--- src/rtl/compare_arbiter.sv ---
// compare_arbiter: shares one unsigned magnitude comparator among NUM_REQ
// requesters. Each transaction runs IDLE -> CMP -> DONE, which gives one
// result every three cycles under continuous load.
// Optional feature macro: COMPARE_ARB_RR_EN
//   defined   -> round-robin arbitration using a rotating priority pointer
//   undefined -> fixed priority, the lowest requester index wins
module compare_arbiter #(
  parameter int NUM_REQ = 4,
  parameter int WIDTH   = 4
) (
  input  logic                     clk,
  input  logic                     rst,
  input  logic [NUM_REQ-1:0]       req,
  input  logic [NUM_REQ*WIDTH-1:0] a_flat,
  input  logic [NUM_REQ*WIDTH-1:0] b_flat,
  output logic [NUM_REQ-1:0]       grant,
  output logic [NUM_REQ-1:0]       done,
  output logic                     less,
  output logic                     equal,
  output logic                     greater,
  output logic                     busy
);

  localparam int IDX_W = (NUM_REQ > 1) ? $clog2(NUM_REQ) : 1;

  typedef enum logic [1:0] {
    IDLE = 2'd0,
    CMP  = 2'd1,
    DONE = 2'd2
  } state_t;

  state_t             state;
  state_t             state_nxt;
  logic [WIDTH-1:0]   a_r;
  logic [WIDTH-1:0]   b_r;
  logic [IDX_W-1:0]   win_r;
  logic [IDX_W-1:0]   win_sel;
  logic               found;
  int                 scan_idx;
  logic [WIDTH-1:0]   a_sel;
  logic [WIDTH-1:0]   b_sel;
  logic [NUM_REQ-1:0] grant_sel;
`ifdef COMPARE_ARB_RR_EN
  logic [IDX_W-1:0]   ptr;
`endif

  // Arbitration: scan the request vector starting at the current priority.
  always_comb begin
    win_sel  = '0;
    found    = 1'b0;
    scan_idx = 0;
    for (int i = 0; i < NUM_REQ; i++) begin
`ifdef COMPARE_ARB_RR_EN
      scan_idx = int'(ptr) + i;
      if (scan_idx >= NUM_REQ) scan_idx = scan_idx - NUM_REQ;
`else
      scan_idx = i;
`endif
      if (!found && req[IDX_W'(scan_idx)]) begin
        found   = 1'b1;
        win_sel = IDX_W'(scan_idx);
      end
    end
  end

  // Operand mux and one-hot grant for the selected winner.
  always_comb begin
    a_sel     = '0;
    b_sel     = '0;
    grant_sel = '0;
    for (int i = 0; i < NUM_REQ; i++) begin
      if (win_sel == IDX_W'(i)) begin
        a_sel        = a_flat[i*WIDTH +: WIDTH];
        b_sel        = b_flat[i*WIDTH +: WIDTH];
        grant_sel[i] = 1'b1;
      end
    end
  end

  // State register.
  always_ff @(posedge clk or posedge rst) begin
    if (rst) state <= IDLE;
    else     state <= state_nxt;
  end

  // Next-state logic: only IDLE waits; CMP and DONE always advance.
  always_comb begin
    state_nxt = state;
    case (state)
      IDLE:    if (found) state_nxt = CMP;
      CMP:     state_nxt = DONE;
      DONE:    state_nxt = IDLE;
      default: state_nxt = IDLE;
    endcase
  end

  // Transaction registers: latch operands at grant, capture result in CMP,
  // release the grant (and advance priority) when leaving DONE.
  always_ff @(posedge clk or posedge rst) begin
    if (rst) begin
      grant   <= '0;
      a_r     <= '0;
      b_r     <= '0;
      win_r   <= '0;
      less    <= 1'b0;
      equal   <= 1'b0;
      greater <= 1'b0;
`ifdef COMPARE_ARB_RR_EN
      ptr     <= '0;
`endif
    end else begin
      case (state)
        IDLE: begin
          if (found) begin
            grant <= grant_sel;
            a_r   <= a_sel;
            b_r   <= b_sel;
            win_r <= win_sel;
          end
        end
        CMP: begin
          less    <= (a_r <  b_r);
          equal   <= (a_r == b_r);
          greater <= (a_r >  b_r);
        end
        DONE: begin
          grant <= '0;
`ifdef COMPARE_ARB_RR_EN
          if (win_r == IDX_W'(NUM_REQ - 1)) ptr <= '0;
          else                              ptr <= win_r + 1'b1;
`endif
        end
        default: grant <= '0;
      endcase
    end
  end

  // Completion pulse follows the held grant for the single DONE cycle.
  assign done = (state == DONE) ? grant : '0;
  assign busy = (state != IDLE);

endmodule

--- config.mk ---
export PLATFORM = sky130hd
export DESIGN_NAME = compare_arbiter
export DESIGN_NICKNAME = d
export VERILOG_FILES = /design/src/rtl/compare_arbiter.sv
export SDC_FILE = /design/constraint.sdc
export NUM_CORES = 1
export LEC_CHECK = 0
export ABC_AREA = 0
export BUFFER_PORTS_ARGS = -buffer_cell sky130_fd_sc_hd__buf_4
export CORE_MARGIN = 3
export CORE_UTILIZATION = 45
export CTS_BUF_LIST = sky130_fd_sc_hd__clkbuf_4 sky130_fd_sc_hd__clkbuf_8 sky130_fd_sc_hd__clkbuf_16
export CTS_CLUSTER_SIZE = 10
export DETAILED_ROUTE_END_ITERATION = 8
export HOLD_SLACK_MARGIN = 0.03
export PLACE_DENSITY = 0.83
export SLEW_MARGIN = 10
export SYNTH_ARGS = -nofsm -noshare
export SYNTH_HDL_FRONTEND = slang
export SYNTH_SLANG_ARGS = --single-unit
--- constraint.sdc ---
create_clock -name clk -period 1.9 [get_ports clk]
set_clock_uncertainty 0.15 [all_clocks]
set_input_delay 0.38 -clock clk [delete_from_list [all_inputs] [get_ports clk]]
set_output_delay 0.38 -clock clk [all_outputs]
set_load 0.02 [all_outputs]
# Yosys cells after proc, flatten, opt, wreduce, memory -nomap -nowiden
# Cells that the tools add are included.
[classes] n_lt_le_gt_ge=2 n_eq_ne=7 muxes=20 bitwise_logic=1 n_reduce_logical=7
[op_table] cell="two-way mux 4 bit" count=10
[op_table] cell="one-hot mux 4 bit (2 select lines)" count=1
[op_table] cell="two-way mux 1 bit" count=7
[op_table] cell="equality test 2 bit (second input constant)" count=3
[op_table] cell="equality test 2 x 1 -> 1 bit (second input constant)" count=2
[op_table] cell="equality test 4 bit" count=1
[op_table] cell="> comparator 4 bit" count=1
[op_table] cell="zero test 2 bit" count=2
[op_table] cell="less-than comparator 4 bit" count=1
[op_table] cell="one-hot mux 2 bit (2 select lines)" count=1
[op_table] cell="AND reduction 2 bit" count=2
[op_table] cell="two-way mux 2 bit" count=1
[op_table] cell="!= test 2 bit (second input constant)" count=1
[op_table] cell="nonzero test 2 bit" count=1
[op_table] cell="logical AND 1 bit" count=1
[op_table] cell="zero test 1 bit" count=1
[op_table] cell="inverter 1 bit" count=1
[word_totals] register_bits=17 in_bits=38 output_inout_bits=12 word_cells=44

# Logic depth before layout (Yosys ltp)
# Gate-level depths: netlist of the first run.
[logic_depth] word_depth=9 mapped_depth=5

# Worst setup path before layout of the first run
# OpenSTA, ideal clock, no wires.
[synth_timing] path_type="register to output" start="register state[0]" end="output port done[0]" arrival_ps=803 t_required_ps=1370 path_slack_ps=567 path_stages_with_launch=3 path_buffers=0 path_cell_list="dfrtp_1 inv_1 and3_1"
[synth_via] elab_chain_len=2
[synth_rtl] element="start: declaration" line="32" rtl="state_t state;"
[synth_rtl] element="start signal: assignment" line="83" rtl="else state <= state_nxt;"
[synth_rtl] element="equality test 2 bit" line="139" rtl="assign done = (state == DONE) ? grant : '0;"
[synth_rtl] element="two-way mux 4 bit" line="139"
[synth_rtl] element="end: declaration" line="17" rtl="output logic [NUM_REQ-1:0] done,"
# Every way passes these cells.

# Worst setup path in the final report of the first run
# Ends and elaborated chain as after synthesis.

==> impl_metrics.sql, run 1 <==
INSERT INTO impl_metrics (metric_group, metric, value, unit) VALUES
('yosys', 'synth-edff-count', '0', ''),
('place', 'io_buffers', '27', ''),
('floorplanning', 'pin_count', '50', ''),
('floorplanning', 'design.core.area', '0.001612', 'mm^2'),
('drt', 'drc', '0', ''),
('sta', 'setup-tns-final', '0', 'ps'),
('global_route', 'grt_start_max_net_pins', '16', ''),
('yosys', 'synthXorXnorAreaFrac', '0', '%'),
('drt', 'route.detailed.vias_per_inst', '5.197', ''),
('place', 'hpwl', '1.376', 'mm'),
('yosys', 'synthesis.area', '814.5', 'um^2'),
('hold_path', 'holdCritStartpoint', 'a_flat[3]', ''),
('sta', 'grt_setup_unrepaired', 'no', ''),
('status', 'outcome', 'finished, final reports clean', ''),
('clock_network', 'cts_num_sinks', '15', ''),
('clock_network', 'cts-buffers-inserted', '3', ''),
('yosys', 'post_synth_inst_count', '79', ''),
('clock_network', 'cts.htree.levels', '1', ''),
('yosys', 'postSynth.asyncResetShare', '100.0', '%'),
('power', 'powerDensity', '1546', 'mW/mm^2'),
('cells_and_area', 'layout.cell_area.non_filler', '0.001059', 'mm^2'),
('worst_setup_path', 'cp_slowest_cell', 'sky130_fd_sc_hd__dfrtp_1', ''),
('yosys', 'post-synth-top-area-fraction', '46.08', '%'),
('global_route', 'global_route_overflow', '0', ''),
('worst_setup_path', 'cp_num_buf_inv', '2', ''),
('worst_setup_path', 'path_class', 'flop to output pin', ''),
('yosys', 'synth_top_cells_by_area', 'sky130_fd_sc_hd__dfrtp_1 (46%), sky130_fd_sc_hd__a22oi_1 (7.4%), sky130_fd_sc_hd__ha_1 (6.1%)', ''),
('floorplanning', 'floorplan.die_area', '0.002357', 'mm^2'),
('worst_setup_path', 'data_arrival_time_of_the_worst_path', '1230', 'ps'),
('global_route', 'gr-usage-all-layers', '16.31', '%'),
('sta', 'finalWorstPathRequiredPeriod', '1758', 'ps'),
('sta', 'max_clock_freq', '0.5689', 'GHz'),
('clock_network', 'clk-insertion-delay-late', '280', 'ps'),
('worst_setup_path', 'worst_setup_path_end_kind', 'output pin', ''),
('floorplanning', 'die-width', '48.55', 'um'),
('worst_setup_path', 'crit_chain', 'inv_1 > and3_1 > buf_4', ''),
('global_route', 'grt_antenna_before_repair', '0', ''),
('worst_setup_path', 'setup.worst_path.start_class', 'flop', ''),
('sta', 'hold_ws', '178.5', 'ps'),
('cells_and_area', 'post-route-util', '65.68', '%'),
('power', 'max-vdd-ir-drop', '0.8791', 'mV'),
('yosys', 'yosys-mux-area-fraction', '1.229', '%'),
('yosys', 'synthesis.area_per_instance', '10.31', 'um^2'),
('clock_network', 'worst_setup_hold_path_clk_slew', '80', 'ps'),
('floorplanning', 'floorplan.die.height', '48.55', 'um'),
('worst_setup_path', 'critPathTopFamily', 'flip-flops', ''),
('cells_and_area', 'diodes', '0', ''),
('hold_path', 'min_delay_worst_endpoint', 'a_r[3]$_DFFE_PP0P_', ''),
('global_route', 'first_global_vias', '677', ''),
('worst_setup_path', 'worst-path-max-fanout', '6', ''),
('yosys', 'fraction_of_the_yosys_area_taken_by_sequential_cells', '46.08', '%'),
('drt', 'detail_route.wirelength', '1.824', 'mm'),
('power', 'leakagePower', '0.5271', 'nW'),
('place', 'gpl.final_weighted_congestion', '0.7357', ''),
('yosys', 'cell_taking_the_most_area_after_synthesis', 'sky130_fd_sc_hd__dfrtp_1', ''),
('cells_and_area', 'layoutNonFillerInstCount', '132', ''),
('job', 'max-cap-violations', '0', ''),
('floorplanning', 'initial_utilization', '50.54', '%'),
('yosys', 'yosys.cell_types.count', '29', ''),
('yosys', 'synth-main-ff-cell', 'sky130_fd_sc_hd__dfrtp_1', ''),
('drt', 'antenna_left', '0', ''),
('yosys', 'yosys-top-cells-count', 'sky130_fd_sc_hd__dfrtp_1 (15), sky130_fd_sc_hd__a22oi_1 (8), sky130_fd_sc_hd__inv_1 (8), sky130_fd_sc_hd__o2bb2ai_1 (5)', ''),
('clock_network', 'cts.root.buffer_cell', 'sky130_fd_sc_hd__clkbuf_4', ''),
('floorplanning', 'placement_rows', '14', ''),
('hold_path', 'holdCritPathClass', 'input pin to flop', ''),
('drt', 'drt-initial-drc-count', '6', ''),
('sta', 'slew_violations', '0', ''),
('clock_network', 'cts-resized-gates', '0', ''),
('yosys', 'synth-seq-cells', '15', ''),
('cells_and_area', 'layout.filler_cells', '156', ''),
('sta', 'worst-slew-pin-transition', '566.5', 'ps');
==> layer usage <==
metal | routed length, um | vias to the layer above | global-route usage (%)
met5 | 0 | - | 0
met4 | 9 | 0 | 4.265
met3 | 119 | 2 | 4.601
met2 | 943 | 27 | 29.13
met1 | 752 | 322 | 19.14
li1 | - | 335 | -
==> cells in the final DEF, fill, tap and decap left out, drive strengths merged <==
master       Yosys  final
a211oi           1      1
a21oi            3      3
a22o             1      1
a22oi            8      8
a31oi            2      2
and2b            2      2
and3             2      2
buf              6     27
clkbuf           0      4
conb             1      4
dfrtp           15     15
dlygate4sd3      0      1
ha               4      4
inv              9      9
mux2i            1      1
nand2            2      2
nand2b           2      2
nand4            1      1
nor2             2      2
nor2b            3      3
nor3             1      1
nor3b            1      1
o211ai           1      1
o21ai            5      5
o22a             1      1
o2bb2ai          5      5
==> how the worst max path moves through the flow <==
| stage | start | to | cells after the start |
|---|---|---|---|
| 2_1_floorplan | state[0]$_DFFE_PP0P_ | done[0] | 2 |
| 3_3_place_gp | state[0]$_DFFE_PP0P_ | done[0] | 3 |
| 3_5_place_dp | state[0]$_DFFE_PP0P_ | done[0] | 3 |
| 4_1_cts | state[0]$_DFFE_PP0P_ | done[0] | 3 |
| 5_1_grt | state[1]$_DFFE_PP0P_ | busy | 3 |
| 6_report | state[0]$_DFFE_PP0P_ | done[0] | 3 |
==> registers in the layout, indices dropped and copies added, names as in the netlist <==
register	flops
equal	1
a_r	4
less	1
state	2
b_r	4
grant	2
greater	1
==> logic make-up (layout without fill, tap and decap cells) <==
kind of cell             count (synthesis)  after routing
adder cells (fa/ha/maj)                  4              4
flip-flops                              15             15
AO/OA/AOI/OAI                           27             27
AND/OR/NAND/NOR                         16             16
other                                    1              4
multiplexers                             1              1
buffers and inverters                   15             41
==> timing repair <==
action | 4_1_cts | 5_1_grt
hold buffers | 1 | 0
hold endpoints to repair | 15 | 0
setup buffers | 0 | 0
==> tightest hold or removal path: stages <==
cell                      delay, ps
sky130_fd_sc_hd__buf_4           80
sky130_fd_sc_hd__a22oi_1         50
sky130_fd_sc_hd__o21ai_0         70
==> power by group <==
group | total (mW) | switching, mW | internal [mW]
registers | 0.604 | 0.129 | 0.475
clock network | 0.195 | 0.0989 | 0.0958
logic | 0.838 | 0.453 | 0.385
total | 1.64 | 0.681 | 0.955
==> cell type report <==
type,count,area (um^2),share of cell area (%)
inverter,9,33.78,3.191
sequential,15,375.4,35.46
multi-input combinational,52,376.6,35.58
tap,24,30.03,2.837
clock buffer,4,30.03,2.837
timing repair buffer,28,212.7,20.09
No activity file was read; power rests on OpenSTA's default activity.
==> run 2, diff against run 1 <==
- GPL_ROUTABILITY_DRIVEN: not set -> 0
- clock period: 1.9 -> 2.15 ns (I/O delays scaled with it)
==> impl_metrics.sql, run 2 (synthesis gave the netlist of run 1 again) <==
INSERT INTO impl_metrics (metric_group, metric, value, unit) VALUES
('power', 'sequentialPowerShare', '37.0', '%'),
('place', 'dp_worst_setup_slack', '633.5', 'ps'),
('clock_network', 'cts_setup_buffers', '0', ''),
('power', 'finalPower', '1.444', 'mW'),
('sta', 'worst-slew-pin-transition', '565.5', 'ps'),
('global_route', 'grt_start_max_net_pins', '16', ''),
('power', 'max-vdd-ir-drop', '0.7752', 'mV'),
('drt', 'drc', '0', ''),
('place', 'hpwl', '1.376', 'mm'),
('global_route', 'first_global_vias', '671', ''),
('clock_network', 'cts.root.buffer_cell', 'sky130_fd_sc_hd__clkbuf_4', ''),
('floorplanning', 'floorplan.die.height', '48.55', 'um'),
('sta', 'relSlewSlack', '62.26', '%'),
('job', 'max-cap-violations', '0', ''),
('drt', 'iteration_count_of_the_initial_detailed_routing_pass', '3', ''),
('clock_network', 'cts-buffers-inserted', '3', ''),
('worst_setup_path', 'data_arrival_time_of_the_worst_path', '1230', 'ps'),
('cells_and_area', 'layoutNonFillerInstCount', '131', ''),
('power', 'powerDensity', '1378', 'mW/mm^2'),
('clock_network', 'worst_setup_hold_path_clk_slew', '90', 'ps'),
('sta', 'finalWorstPathRequiredPeriod', '1808', 'ps'),
('sta', 'setup-tns-final', '0', 'ps'),
('cells_and_area', 'synthToLayoutAreaGrowth', '28.73', '%'),
('cells_and_area', 'number_of_nets_in_the_final_layout', '150', ''),
('clock_network', 'tritoncts', 'yes', ''),
('sta', 'max_clock_freq', '0.5531', 'GHz'),
('floorplanning', 'pin_count', '50', ''),
('drt', 'detail_route.wirelength', '1.804', 'mm'),
('power', 'cellInternalPower', '843.0', 'uW'),
('power', 'leakagePower', '0.5230', 'nW'),
('clock_network', 'cts-resized-gates', '0', ''),
('sta', 'setup_slack', '342.2', 'ps'),
('sta', 'slew_violations', '0', ''),
('global_route', 'global_route_overflow', '0', ''),
('global_route', 'wire_length_of_the_first_global_routing_pass', '2.980', 'mm'),
('global_route', 'gr-usage-all-layers', '16.11', '%'),
('drt', 'wl_per_cell', '13.77', 'um'),
('cells_and_area', 'layout.cells.most_common_list', 'sky130_fd_sc_hd__buf_4 (27), sky130_fd_sc_hd__dfrtp_1 (15), sky130_fd_sc_hd__a22oi_1 (8), sky130_fd_sc_hd__inv_1 (8), sky130_fd_sc_hd__o2bb2ai_1 (5)', ''),
('floorplanning', 'die-width', '48.55', 'um'),
('cells_and_area', 'largestRegisters', 'a_r: 4 flops, b_r: 4 flops', ''),
('power', 'swShare', '41.64', '%'),
('hold_path', 'holdCritPathClass', 'input pin to asynchronous set/reset pin', ''),
('clock_network', 'cts_hold_repair.buffers', '0', ''),
('place', 'numPlacedInstances', '127', ''),
('floorplanning', 'placement_rows', '14', ''),
('clock_network', 'clk-insertion-delay-late', '280', 'ps'),
('sta', 'grt_setup_unrepaired', 'no', ''),
('worst_setup_path', 'worst-path-max-fanout', '6', ''),
('place', 'io_buffers', '27', ''),
('global_route', 'grt_antenna_before_repair', '0', ''),
('worst_setup_path', 'required_time_at_the_endpoint_of_the_critical_path', '1570', 'ps'),
('sta', 'setup_viol', '0', ''),
('power', 'share_clk_of_total_power', '11.9', '%'),
('cells_and_area', 'drive_gt1_share', '32.71', '%'),
('floorplanning', 'floorplan.die_area', '0.002357', 'mm^2'),
('status', 'outcome', 'finished, final reports clean', ''),
('clock_network', 'cts.htree.levels', '1', ''),
('floorplanning', 'initial_utilization', '50.54', '%'),
('power', 'power.switching', '601.4', 'uW'),
('drt', 'drt-initial-drc-count', '6', ''),
('cells_and_area', 'layout.filler_cells', '157', ''),
('cells_and_area', 'post-route-util', '65.06', '%'),
('floorplanning', 'design.core.area', '0.001612', 'mm^2'),
('drt', 'antenna_left', '0', ''),
('sta', 'fin_crit_sh', '84.09', '%'),
('clock_network', 'cts_num_sinks', '15', ''),
('cells_and_area', 'diodes', '0', ''),
('drt', 'route.detailed.vias_per_inst', '5.206', ''),
('power', 'comb_power_share', '51.1', '%'),
('worst_setup_path', 'path_class', 'flop to output pin', ''),
('sta', 'report.final.hold_viol_count', '0', ''),
('drt', 'routed-via-count', '682', ''),
('cells_and_area', 'final_common_cell', 'sky130_fd_sc_hd__buf_4', ''),
('worst_setup_path', 'setup.worst_path.start_class', 'flop', ''),
('worst_setup_path', 'worst_setup_path_end_kind', 'output pin', ''),
('clock_network', 'max-clock-path-buffers', '2', '');
run 2: layout make-up:
type	count	area, um^2	area share [%]
multi-input combinational	52	376.6	35.92
sequential	15	375.4	35.80
timing repair buffer	27	202.7	19.33
inverter	9	33.78	3.222
clock buffer	4	30.03	2.864
tap	24	30.03	2.864
run 2: per-layer routing:
| metal | part of all wire (%) | track usage [%] |
|---|---|---|
| met4 | 0.50 | 4.265 |
| met5 | 0 | 0 |
| met2 | 51 | 28.67 |
| met3 | 6.5 | 4.601 |
| met1 | 42 | 18.95 |
run 2: critical path, cell delays in order, from the launching register on:
cell	delay, ps
sky130_fd_sc_hd__dfrtp_1	500
sky130_fd_sc_hd__inv_1	110
sky130_fd_sc_hd__and3_1	190
sky130_fd_sc_hd__buf_4	150
run 2: metrics by stage:
stage | instance area (um^2) | hold WS, ps
global placement | 1018 | 315.0
finish | 1049 | 45.23
detailed placement | 1018 | 325.9
CTS | 1049 | 59.75
floorplan | 825.8 | 181.5
global route | 1049 | 108.5
run 2: path summary, 6_finish.rpt:
check	from	to	slack, ps	cells past startpoint
worst max-delay path	state[0]$_DFFE_PP0P_	done[0]	340	3
worst min-delay path	rst	less$_DFFE_PP0N_	50	2
worst max register to register	b_r[1]$_DFFE_PP0P_	less$_DFFE_PP0N_	710	5
worst min register to register	equal$_DFFE_PP0N_	equal$_DFFE_PP0N_	340	2
max in group asynchronous	rst	a_r[3]$_DFFE_PP0P_	1430	2
min in group clk	a_flat[3]	a_r[3]$_DFFE_PP0P_	230	3
run 2: power groups by stage:
stage | combinational (mW) | clock [mW] | sequential, mW
finish | 0.739 | 0.172 | 0.534
global route | 0.812 | 0.187 | 0.558
CTS | 0.743 | 0.179 | 0.537
detailed placement | 0.734 | 0 | 0.542
global placement | 0.699 | 0 | 0.536
floorplan | 0.470 | 0 | 0.567
